--- src/rtl/udp_rx_payload_reader.sv ---
// Reads each newly validated UDP payload out of the receive RAM and streams it as valid/ready bytes.
// Define UDP_RD_DROP_CNT_EN to add the drop_cnt port counting starts that arrive while busy.
module udp_rx_payload_reader #(
    parameter int ADDR_W    = 11,
    parameter int RAM_DEPTH = 2048,
    parameter int HDR_LEN   = 8
) (
    input  logic              clk,
    input  logic              rst,
    input  logic              udp_rec_data_valid,
    input  logic [15:0]       udp_rec_data_length,
    output logic [ADDR_W-1:0] udp_rec_ram_read_addr,
    input  logic [7:0]        udp_rec_ram_rdata,
    output logic [7:0]        m_data,
    output logic              m_valid,
    output logic              m_last,
    input  logic              m_ready,
    output logic              busy,
    output logic              frame_done
`ifdef UDP_RD_DROP_CNT_EN
    ,
    output logic [15:0]       drop_cnt
`endif
);
    localparam int LEN_W = ADDR_W + 1;
    localparam logic [15:0]      HDR_LEN16 = 16'(HDR_LEN);
    localparam logic [15:0]      DEPTH16   = 16'(RAM_DEPTH);
    localparam logic [LEN_W-1:0] DEPTH_L   = LEN_W'(RAM_DEPTH);

    typedef enum logic [1:0] {IDLE, READ, DRAIN, DONE} state_t;

    state_t            state_q, state_d;
    logic              valid_prev_q, valid_prev_d;
    logic [LEN_W-1:0]  payload_len_q, payload_len_d;
    logic [ADDR_W-1:0] addr_q, addr_d;
    logic              inflight_q, inflight_d;
    logic              inflight_last_q, inflight_last_d;
    logic [1:0][7:0]   fifo_data_q, fifo_data_d;
    logic [1:0]        fifo_last_q, fifo_last_d;
    logic              wr_ptr_q, wr_ptr_d;
    logic              rd_ptr_q, rd_ptr_d;
    logic [1:0]        count_q, count_d;

    logic              start;
    logic [15:0]       len_diff;
    logic [LEN_W-1:0]  new_len;
    logic              push, pop, credit, issue, is_last_addr, drained;
    logic [2:0]        occupancy;

    always_comb begin
        start    = udp_rec_data_valid && !valid_prev_q;
        len_diff = udp_rec_data_length - HDR_LEN16;
        if (udp_rec_data_length <= HDR_LEN16) begin
            new_len = '0;
        end else if (len_diff > DEPTH16) begin
            new_len = DEPTH_L;
        end else begin
            new_len = len_diff[LEN_W-1:0];
        end

        push = inflight_q;
        pop  = (count_q != 2'd0) && m_ready;
        // A pop this cycle frees a slot, which keeps one byte per clock with m_ready high.
        occupancy    = {1'b0, count_q} + {2'b00, inflight_q} - {2'b00, pop};
        credit       = occupancy < 3'd2;
        is_last_addr = ({1'b0, addr_q} == payload_len_q - LEN_W'(1));
        issue        = (state_q == READ) && credit;
        drained      = !inflight_q && ((count_q == 2'd0) || ((count_q == 2'd1) && pop));
    end

    always_comb begin
        state_d         = state_q;
        valid_prev_d    = udp_rec_data_valid;
        payload_len_d   = payload_len_q;
        addr_d          = addr_q;
        inflight_d      = issue;
        inflight_last_d = issue && is_last_addr;
        case (state_q)
            IDLE: begin
                if (start) begin
                    payload_len_d = new_len;
                    addr_d        = '0;
                    // Empty frames pass through DRAIN so frame_done keeps a fixed offset from start.
                    state_d       = (new_len != '0) ? READ : DRAIN;
                end
            end
            READ: begin
                if (issue) begin
                    if (is_last_addr) begin
                        state_d = DRAIN;
                    end else begin
                        addr_d = addr_q + ADDR_W'(1);
                    end
                end
            end
            DRAIN: begin
                if (drained) begin
                    state_d = DONE;
                end
            end
            DONE: state_d = IDLE;
            default: state_d = IDLE;
        endcase
    end

    always_comb begin
        fifo_data_d = fifo_data_q;
        fifo_last_d = fifo_last_q;
        wr_ptr_d    = wr_ptr_q;
        rd_ptr_d    = rd_ptr_q;
        count_d     = count_q;
        if (push) begin
            fifo_data_d[wr_ptr_q] = udp_rec_ram_rdata;
            fifo_last_d[wr_ptr_q] = inflight_last_q;
            wr_ptr_d              = ~wr_ptr_q;
        end
        if (pop) begin
            rd_ptr_d = ~rd_ptr_q;
        end
        case ({push, pop})
            2'b10:   count_d = count_q + 2'd1;
            2'b01:   count_d = count_q - 2'd1;
            default: count_d = count_q;
        endcase
    end

    always_ff @(posedge clk) begin
        if (rst) begin
            state_q         <= IDLE;
            valid_prev_q    <= 1'b0;
            payload_len_q   <= '0;
            addr_q          <= '0;
            inflight_q      <= 1'b0;
            inflight_last_q <= 1'b0;
            fifo_data_q     <= '0;
            fifo_last_q     <= '0;
            wr_ptr_q        <= 1'b0;
            rd_ptr_q        <= 1'b0;
            count_q         <= 2'd0;
        end else begin
            state_q         <= state_d;
            valid_prev_q    <= valid_prev_d;
            payload_len_q   <= payload_len_d;
            addr_q          <= addr_d;
            inflight_q      <= inflight_d;
            inflight_last_q <= inflight_last_d;
            fifo_data_q     <= fifo_data_d;
            fifo_last_q     <= fifo_last_d;
            wr_ptr_q        <= wr_ptr_d;
            rd_ptr_q        <= rd_ptr_d;
            count_q         <= count_d;
        end
    end

`ifdef UDP_RD_DROP_CNT_EN
    logic [15:0] drop_cnt_q, drop_cnt_d;

    always_comb begin
        drop_cnt_d = drop_cnt_q;
        if (start && (state_q != IDLE) && (drop_cnt_q != 16'hFFFF)) begin
            drop_cnt_d = drop_cnt_q + 16'd1;
        end
    end

    always_ff @(posedge clk) begin
        if (rst) begin
            drop_cnt_q <= '0;
        end else begin
            drop_cnt_q <= drop_cnt_d;
        end
    end

    assign drop_cnt = drop_cnt_q;
`endif

    assign udp_rec_ram_read_addr = addr_q;
    assign m_valid               = (count_q != 2'd0);
    assign m_data                = fifo_data_q[rd_ptr_q];
    assign m_last                = fifo_last_q[rd_ptr_q];
    assign busy                  = (state_q != IDLE);
    assign frame_done            = (state_q == DONE);

endmodule

--- config.mk ---
export PLATFORM = sky130hd
export DESIGN_NAME = udp_rx_payload_reader
export DESIGN_NICKNAME = d
export VERILOG_FILES = /design/src/rtl/udp_rx_payload_reader.sv
export SDC_FILE = /design/constraint.sdc
export NUM_CORES = 1
export LEC_CHECK = 0
export CAP_MARGIN = 20
export CELL_PAD_IN_SITES_DETAIL_PLACEMENT = 2
export CELL_PAD_IN_SITES_GLOBAL_PLACEMENT = 2
export CORE_MARGIN = 3
export CORE_UTILIZATION = 31
export DETAILED_ROUTE_END_ITERATION = 10
export PLACE_DENSITY = 0.84
export SLEW_MARGIN = 30
export SYNTH_ARGS = -nofsm -noshare
export SYNTH_HDL_FRONTEND = slang
export SYNTH_SLANG_ARGS = --single-unit
--- constraint.sdc ---
create_clock -name clk -period 3.6 [get_ports clk]
set_input_delay 1.08 -clock clk [delete_from_list [all_inputs] [get_ports clk]]
set_output_delay 1.08 -clock clk [all_outputs]
set_load 0.005 [all_outputs]
Word-level counts from Yosys, hierarchy flattened. Index checks and enable logic that the tools add are counted.

Input bits: 28. Register bits after elaboration: 50. Output and inout port bits: 23. Word-level logic and storage cells: 82.

Equal/unequal tests: 12. Reductions and logical operators: 20. Bitwise logic cells: 2. Magnitude comparators: 6. $add $sub $neg: 7. Mux-type cells: 23.

Operator list (count): 11-bit 2-to-1 mux (3); 12-bit 2-to-1 mux (2); 8-bit 2-to-1 mux (3); 11-bit one-hot mux with 2 select lines (1); 16-bit bitwise mux (1); 16-bit by 12-bit greater-than comparator with 1-bit output (second input constant) (1); 16-bit by 4-bit less-or-equal comparator with 1-bit output (second input constant) (1); 16-bit by 4-bit subtractor with 16-bit output (second input constant) (1); 11-bit by 12-bit equality test with 1-bit output (1); 12-bit nonzero test (1); 12-bit by 1-bit subtractor with 12-bit output (second input constant) (1); 11-bit by 1-bit adder with 11-bit output (second input constant) (1); 2-bit 2-to-1 mux (5); 2-bit inequality test (second input constant) (5); 8-bit demux with 1-bit select (1); 2-bit one-hot mux with 4 select lines (1); 4-bit AND reduction (2); 2-bit nonzero test (4); 1-bit logical AND (7); 2-bit by 1-bit equality test with 1-bit output (second input constant) (3); 2-bit equality test (second input constant) (3); 2-bit zero test (2); 1-bit by 2-bit < comparator with 1-bit output (second input constant) (2); 2-bit one-hot mux with 2 select lines (1); other kinds (13) (17).

Longest topological paths before layout. Gate-level depths: netlist of the first run.

Depth in word-level cells: 8. Depth in mapped cells: 12. Depth with buffers taken out: 12.

Worst setup path before layout of the first run. No wires, ideal clock.

Path kind: in2reg. Start: input port m_ready. End: register state_q[1]. Setup slack: 0.263 ns. Buffers on the path: 0. Setup time: 0.071 ns. Arrival: 3.267 ns. Data required time: 3.529 ns. Cell stages on the path: 9. Cell sequence: nor2b_1 -> ha_1 -> nand2b_1 -> fa_1 -> xnor2_1 -> nand2_1 -> o31a_1 -> or4_1 -> a21oi_1.

Longest elaborated chain between the ends: 6. Elaborated cells between the ends (all ways): 10. Classes of those cells: add/sub (1); order compare (1); eq/ne (2); reduce/logical (6).

RTL lines: from (decl) (RTL line 17) `input logic m_ready,`; 1-bit logical AND * (RTL line 62) `pop = (count_q != 2'd0) && m_ready;`; 3-bit by 1-bit subtractor with 3-bit output or 1-bit logical AND (tied branches) (RTL line 64, 68); 3-bit by 2-bit < comparator with 1-bit output or 1-bit logical OR (tied branches) (RTL line 65, 68); 1-bit logical AND (on tied branches) (RTL line 67, 68); 2-bit inequality test (no source line); 4-bit AND reduction (no source line) *; to (signal assigned) (RTL line 141) `state_q <= state_d;`; to (decl) (RTL line 32) `state_t state_q, state_d;`.

Every way passes the cells marked *; elsewhere a longest branch is shown, timed or not. A chain may end at the register's enable or synchronous reset.

Final worst setup path of the first run.
Start: input port m_ready. End: register addr_q[10], in the netlist udp_rec_ram_read_addr[10].

Longest elaborated chain between the ends: 6.

RTL lines: 1-bit logical AND (RTL line 62); via pop (RTL line 47) `logic push, pop, credit, issue, is_last_addr, drained;`; 3-bit by 1-bit subtractor with 3-bit output (RTL line 64) `occupancy = {1'b0, count_q} + {2'b00, inflight_q} - {2'b00, pop};`; 3-bit by 2-bit < comparator with 1-bit output (RTL line 65) `credit = occupancy < 3'd2;`; 1-bit logical AND (RTL line 67) `issue = (state_q == READ) && credit;`; 2-bit inequality test (no source line); 4-bit AND reduction (no source line); to (signal assigned) (RTL line 144) `addr_q <= addr_d;`; to (decl) (RTL line 35) `logic [ADDR_W-1:0] addr_q, addr_d;`.

The timed path passes the listed nets, and every way through them passes these cells.

==> metrics, run 1 <==
Leakage 1.46 nW; Slew headroom 0.381; GRT Total Usage 0.187; Setup WS post-layout roughly 0.17 ns; crit-path max cell delay ~0.55 ns; DR DRC count 0; die width 105 um; GP Congestion roughly 0.89; DR pass1 iterations 5; worst slew pin tran 0.920 ns; Slew Viols, Final 0; Top Layer Used met4; # rows 35; setup violators final 0; 1st-iter DRT viols 107; multi-input logic area 1930 um^2; clk buf depth 2; Cells after Synth 391; CP endpoint kind flip-flop; Design Area, Final approximately 4000 um^2; Met2 Routed Length a little over 5 mm; clk_skew 0.0105 ns; number of synthesized register bits 50; final hold viol count 0; Max-cap violations 0; Mean Syn Cell Area approximately 8 um^2; VDD IR max 0.202 mV; Setup Buffers After CTS 0; Die Y about 110 um; Synth Warn # 0; Vias per Instance 5.36; wirelength, routed 10.3 mm; achievable frequency 0.291 GHz; number of synthesized flops with an enable pin 0; initial antenna violation count 0; ys flop type dfxtp_1; first-pass GRT wire length 17.2 mm; core area between 9000 and 10000 um^2; routed wire length on met3 231 um; Post-synth ARST share 0; number of distinct library cells after synthesis between 50 and 60; H-tree levels 2; period utilization 0.954; Routed Antenna Nets 0; Initial Utilization 0.324; Placement Cell Area 3800 um^2; Buffers on Ports 50; Critical Path RT 3.85 ns; Synth Cell Area 3050 um^2; Worst Path Arrival 3.68 ns; register area share after synthesis 0.329; Sink Count 50; hpwl dp 7.85 mm; num ports approximately 50; vias in the first global route 3342; minimum clock period 3.43 ns; Antenna Cells 0; Area growth, synth to finish 29.9%; Place WS -0.368 ns; critical path fanouts, max 4; largest net degree at the start of global routing 48; routed via count 3107; Worst-path clk slew between 0.1 and 0.15 ns; Clock Root Buffer clkbuf_8; Cell Pwr Density 470 nW/um^2; CP Launch Type input pin; final net count 491; die area approximately 11000 um^2; wire per inst approximately 18 um; grt ovf 0; # fillers 1085; CTS tree done; worst skew pair latency between 0.3 and 0.4 ns; layout cells sized above 1 0.122; run status complete, no violations; Worst Path Class, Setup in2reg; Post-Synthesis Net Count 432; WL met1 4.75 mm; CP max-delay cell fa_2; number of CTS-inserted buffers 5; crit-path cells clkdlybuf4s50_1, nor2b_4, ha_1, nand2b_1, fa_2, and2_1, o21ai_2, a2111oi_2, buf_4, mux2i_1; register area between 1000 and 1500 um^2; min-delay worst type reg2reg
kinds of logic after synthesis:
| logic type | synth area share |
|---|---|
| simple gates | 0.271 |
| fa+ha+maj | 0.0559 |
| flops | 0.329 |
| xor+xnor | 0.0628 |
| compound gates | 0.173 |
| buf+inv | 0.0517 |
| mux | 0.0563 |
final cells by class:
class	count	area share
multi-input cells	303	0.488
inverters	18	0.0171
clock inverters	3	0.0123
well taps	129	0.0408
repair buffers	72	0.171
clock buffers	5	0.0174
flip-flops and latches	50	0.253
cell usage after synthesis, types with 3 or more instances:
library cell  instances  area, um^2
nand3_1              17        85.1
nand2b_1              7        43.8
nand2_1              53         199
nor4_1                7        43.8
xnor2_1               9        78.8
dfxtp_1              50        1000
ha_1                 12         150
nor3_1               10        50.1
inv_1                18        67.6
nor2_1               38         143
mux2i_1               7        70.1
mux2_2                9         101
a22oi_1              11        82.6
clkbuf_1             16        60.1
nand4_1               9        56.3
nor2b_1               4        25.0
xor2_1               11        96.3
and3_1                3        18.8
or3_1                 8        50.1
o21ai_0              11        55.1
a21oi_1              33         165
a2111oi_0             3        26.3
a31oi_1               4        25.0
worst paths after layout:
check	from	end	slack, ns	cells past startpoint
hold / removal	inflight_last_q	fifo_last_q[0]	0.46	2
setup reg to reg	count_q[1]	udp_rec_ram_read_addr[10]	0.61	11
setup / recovery	m_ready	udp_rec_ram_read_addr[10]	0.17	10
hold reg to reg	inflight_last_q	fifo_last_q[0]	0.46	2
report_power, final:
part           switching (mW)  leakage, nW  total (mW)  internal [mW]
combinational           0.404        0.998       0.755          0.351
sequential             0.0825        0.404       0.683          0.601
clock                   0.210       0.0563       0.422          0.212
total                   0.697         1.46        1.86           1.16
per-layer routing:
| metal | track usage | up-vias |
|---|---|---|
| li1 | - | 1504 |
| met1 | 0.244 | 1551 |
| met2 | 0.335 | 45 |
| met3 | 0.0179 | 7 |
| met4 | 0.0384 | 0 |
| met5 | 0 | - |
critical path, delay by kind of cell:
kind	cells	cell delay (ns)
mux	1	0.18
compound gates	2	0.52
buf+inv	2	0.67
fa+ha+maj	2	0.77
simple gates	3	0.47
registers in the layout (all words and copies together), names as in the netlist:
name                   cells
count_q                    2
fifo_data_q               16
fifo_last_q                2
inflight_last_q            1
inflight_q                 1
payload_len_q             12
rd_ptr_q                   1
state_q                    2
udp_rec_ram_read_addr     11
valid_prev_q               1
wr_ptr_q                   1
through the flow:
stage | std cells | hold WS [ns] | util | total power [mW] | setup TNS, ns
detailed placement | 572 | 0.453 | 0.403 | 1.41 | -2.66
CTS | 580 | 0.468 | 0.416 | 1.84 | 0
finish | 580 | 0.460 | 0.420 | 1.86 | 0
floorplan | 391 | 0.432 | - | 1.05 | 0
global placement | 572 | 0.439 | 0.403 | 1.36 | -1.22
global route | 580 | 0.487 | 0.420 | 2.00 | -0.0378
layout by cell type, fill, tap and decap left out, types with 2 or more instances in the layout:
| cell | instances |
|---|---|
| a31oi_1 | 4 |
| a21oi_1 | 33 |
| or3b_2 | 2 |
| a211oi_1 | 2 |
| o21ai_0 | 10 |
| nor2_1 | 37 |
| or3_1 | 8 |
| and3_1 | 3 |
| nand2_1 | 53 |
| xnor2_2 | 2 |
| or4_1 | 2 |
| o2111ai_1 | 2 |
| nand2b_1 | 7 |
| a2111oi_2 | 2 |
| nor3_1 | 10 |
| nand3_1 | 17 |
| xnor2_1 | 8 |
| nand4_1 | 9 |
| o31ai_1 | 2 |
| mux2_2 | 9 |
| xor2_1 | 11 |
| nor2b_1 | 3 |
| ha_1 | 12 |
| mux2i_1 | 7 |
| buf_4 | 21 |
| clkdlybuf4s50_1 | 50 |
| a22oi_1 | 11 |
| dfxtp_1 | 50 |
| clkbuf_8 | 5 |
| nor4_1 | 7 |
| inv_1 | 18 |
| and2_1 | 2 |
| or2_2 | 2 |
timing repair:
action,CTS,global route
resized for setup,4,8
endpoints found under the setup margin,5,10
hold buffers,0,0
Power figures use the tool's default switching activity.
==> run 2: changes to the inputs <==
Settings changed: GPL_TIMING_DRIVEN set to 0.
==> run 2 against run 1 <==
Fmax shrank 2.7%. Critical path type unchanged. Die area is the same. Setup slack lost 0.097 ns.
==> metrics, run 2 (synthesis results as in run 1) <==
largest net degree at the start of global routing 18; most frequent cells in the layout nand2_1, dfxtp_1, clkdlybuf4s50_1; VDD IR max 0.243 mV; vias in the first global route 3328; max FFs per register 16; routed via count 3105; num ports 51; Initial Utilization 0.324; RSZ-0062 raised after global routing yes; Vias per Instance 5.36; final net count 490; most common cell after layout, fill and taps aside nand2_1; Largest Register fifo_data_q; Worst Path Arrival 3.75 ns; initial antenna violation count 0; CP Launch Type input pin; min-delay worst type reg2reg; number of CTS-inserted buffers 5; CP endpoint kind flip-flop; Critical Path RT 3.82 ns; Setup WS post-layout 0.0688 ns; Cell Pwr Density 467 nW/um^2; grt ovf 0; logic gate share of total power 0.414; crit-path cells clkdlybuf4s50_1, nor2b_4, ha_1, nand2b_1, fa_2, xnor2_2, nand2_2, nor3_1, o21ai_0, and3_1, o21a_1; # rows 35; Place WS -0.739 ns; layout cells sized above 1 0.100; flop2flop setup slack 0.42 ns; sw frac 0.395; Slew Viols, Final 0; Clk pwr share 0.233; setup violators final 0; Slew headroom 0.203; GP Congestion 0.800; minimum clock period 3.53 ns; critical path fanouts, max 4; Routed Antenna Nets 0; clk_skew 0.0100 ns; Sequential Power Share 0.353; 1st-iter DRT viols 115; crit-path max cell delay 0.48 ns; switching pwr 0.725 mW; Sink Count 50; die area 11100 um^2; Antenna Cells 0; DR DRC count 0; CP max-delay cell clkdlybuf4s50_1; hpwl dp 7.83 mm; Leakage approximately 1.4 nW; Worst-path clk slew ~0.11 ns; Worst Path Class, Setup in2reg; die width 105 um; achievable frequency 0.283 GHz; Buffers on Ports 49; Clock Root Buffer clkbuf_8; DR pass1 iterations 4; P_int 1.11 mW; worst skew pair latency 0.32 ns; final hold viol count 0; H-tree levels 2; run status complete, no violations; Area growth, synth to finish 29.0%; Power Total 1.84 mW; wirelength, routed between 10 and 15 mm; clk buf depth 2; first-pass GRT wire length 17.1 mm; Max-cap violations 0; wire per inst 18.3 um; core area 9420 um^2; worst slew pin tran 1.18 ns; period utilization 0.981; Die Y between 100 and 150 um; CTS tree done; Hold Buf Count CTS 0; GRT Total Usage 0.188
-- run 2: critical path: cells and delay by family --
kind	cells	cell delay, ns
simple gates	5	0.91
fa+ha+maj	2	0.61
compound gates	2	0.48
xor+xnor	1	0.18
buf+inv	1	0.48
-- run 2: final timing paths --
check | cells after the start | to | from
hold / removal | 2 | fifo_data_q[4] | fifo_data_q[4]
hold reg to reg | 2 | fifo_data_q[4] | fifo_data_q[4]
setup reg to reg | 10 | udp_rec_ram_read_addr[3] | state_q[0]
setup / recovery | 11 | udp_rec_ram_read_addr[3] | m_ready
-- run 2: stage by stage --
step	TNS (ns)	hold slack, ns	cells	util	area, um^2
final	0	0.466	579	0.417	3930
after global routing	-0.0780	0.500	579	0.417	3930
after CTS	0	0.471	577	0.409	3850
after detailed placement	-12.03	0.449	569	0.393	3700
after global placement	-9.62	0.440	569	0.393	3700
after floorplan	0	0.432	391	-	3050
-- run 2: repair_timing --
| action | CTS | global route |
|---|---|---|
| setup endpoints to repair | 18 | 16 |
| resized for setup | 11 | 12 |
| pin swaps | 1 | 3 |
| buffers inserted | 1 | 2 |
-- run 2: layout make-up --
class | count | area (um^2)
repair buffers | 52 | 515
plain buffers | 19 | 87.6
multi-input cells | 303 | 1980
clock inverters | 3 | 48.8
inverters | 18 | 67.6
well taps | 129 | 161
clock buffers | 5 | 68.8
fillers | 1065 | 5490
flip-flops and latches | 50 | 1000
-- run 2: power groups by stage --
stage	clock network [mW]	registers (mW)	logic (mW)
finish	0.427	0.648	0.761
detailed placement	0	0.660	0.649
floorplan	0	0.644	0.405
CTS	0.445	0.647	0.696
global placement	0	0.654	0.621
global route	0.463	0.658	0.834
-- run 2: routing by layer --
metal  global-route usage  wire length, um  vias up
met1                0.239             4850     1534
met4               0.0459              124        0
met5                    0                0        -
li1                     -                -     1501
met3               0.0204              264        8
met2                0.337             5380       62
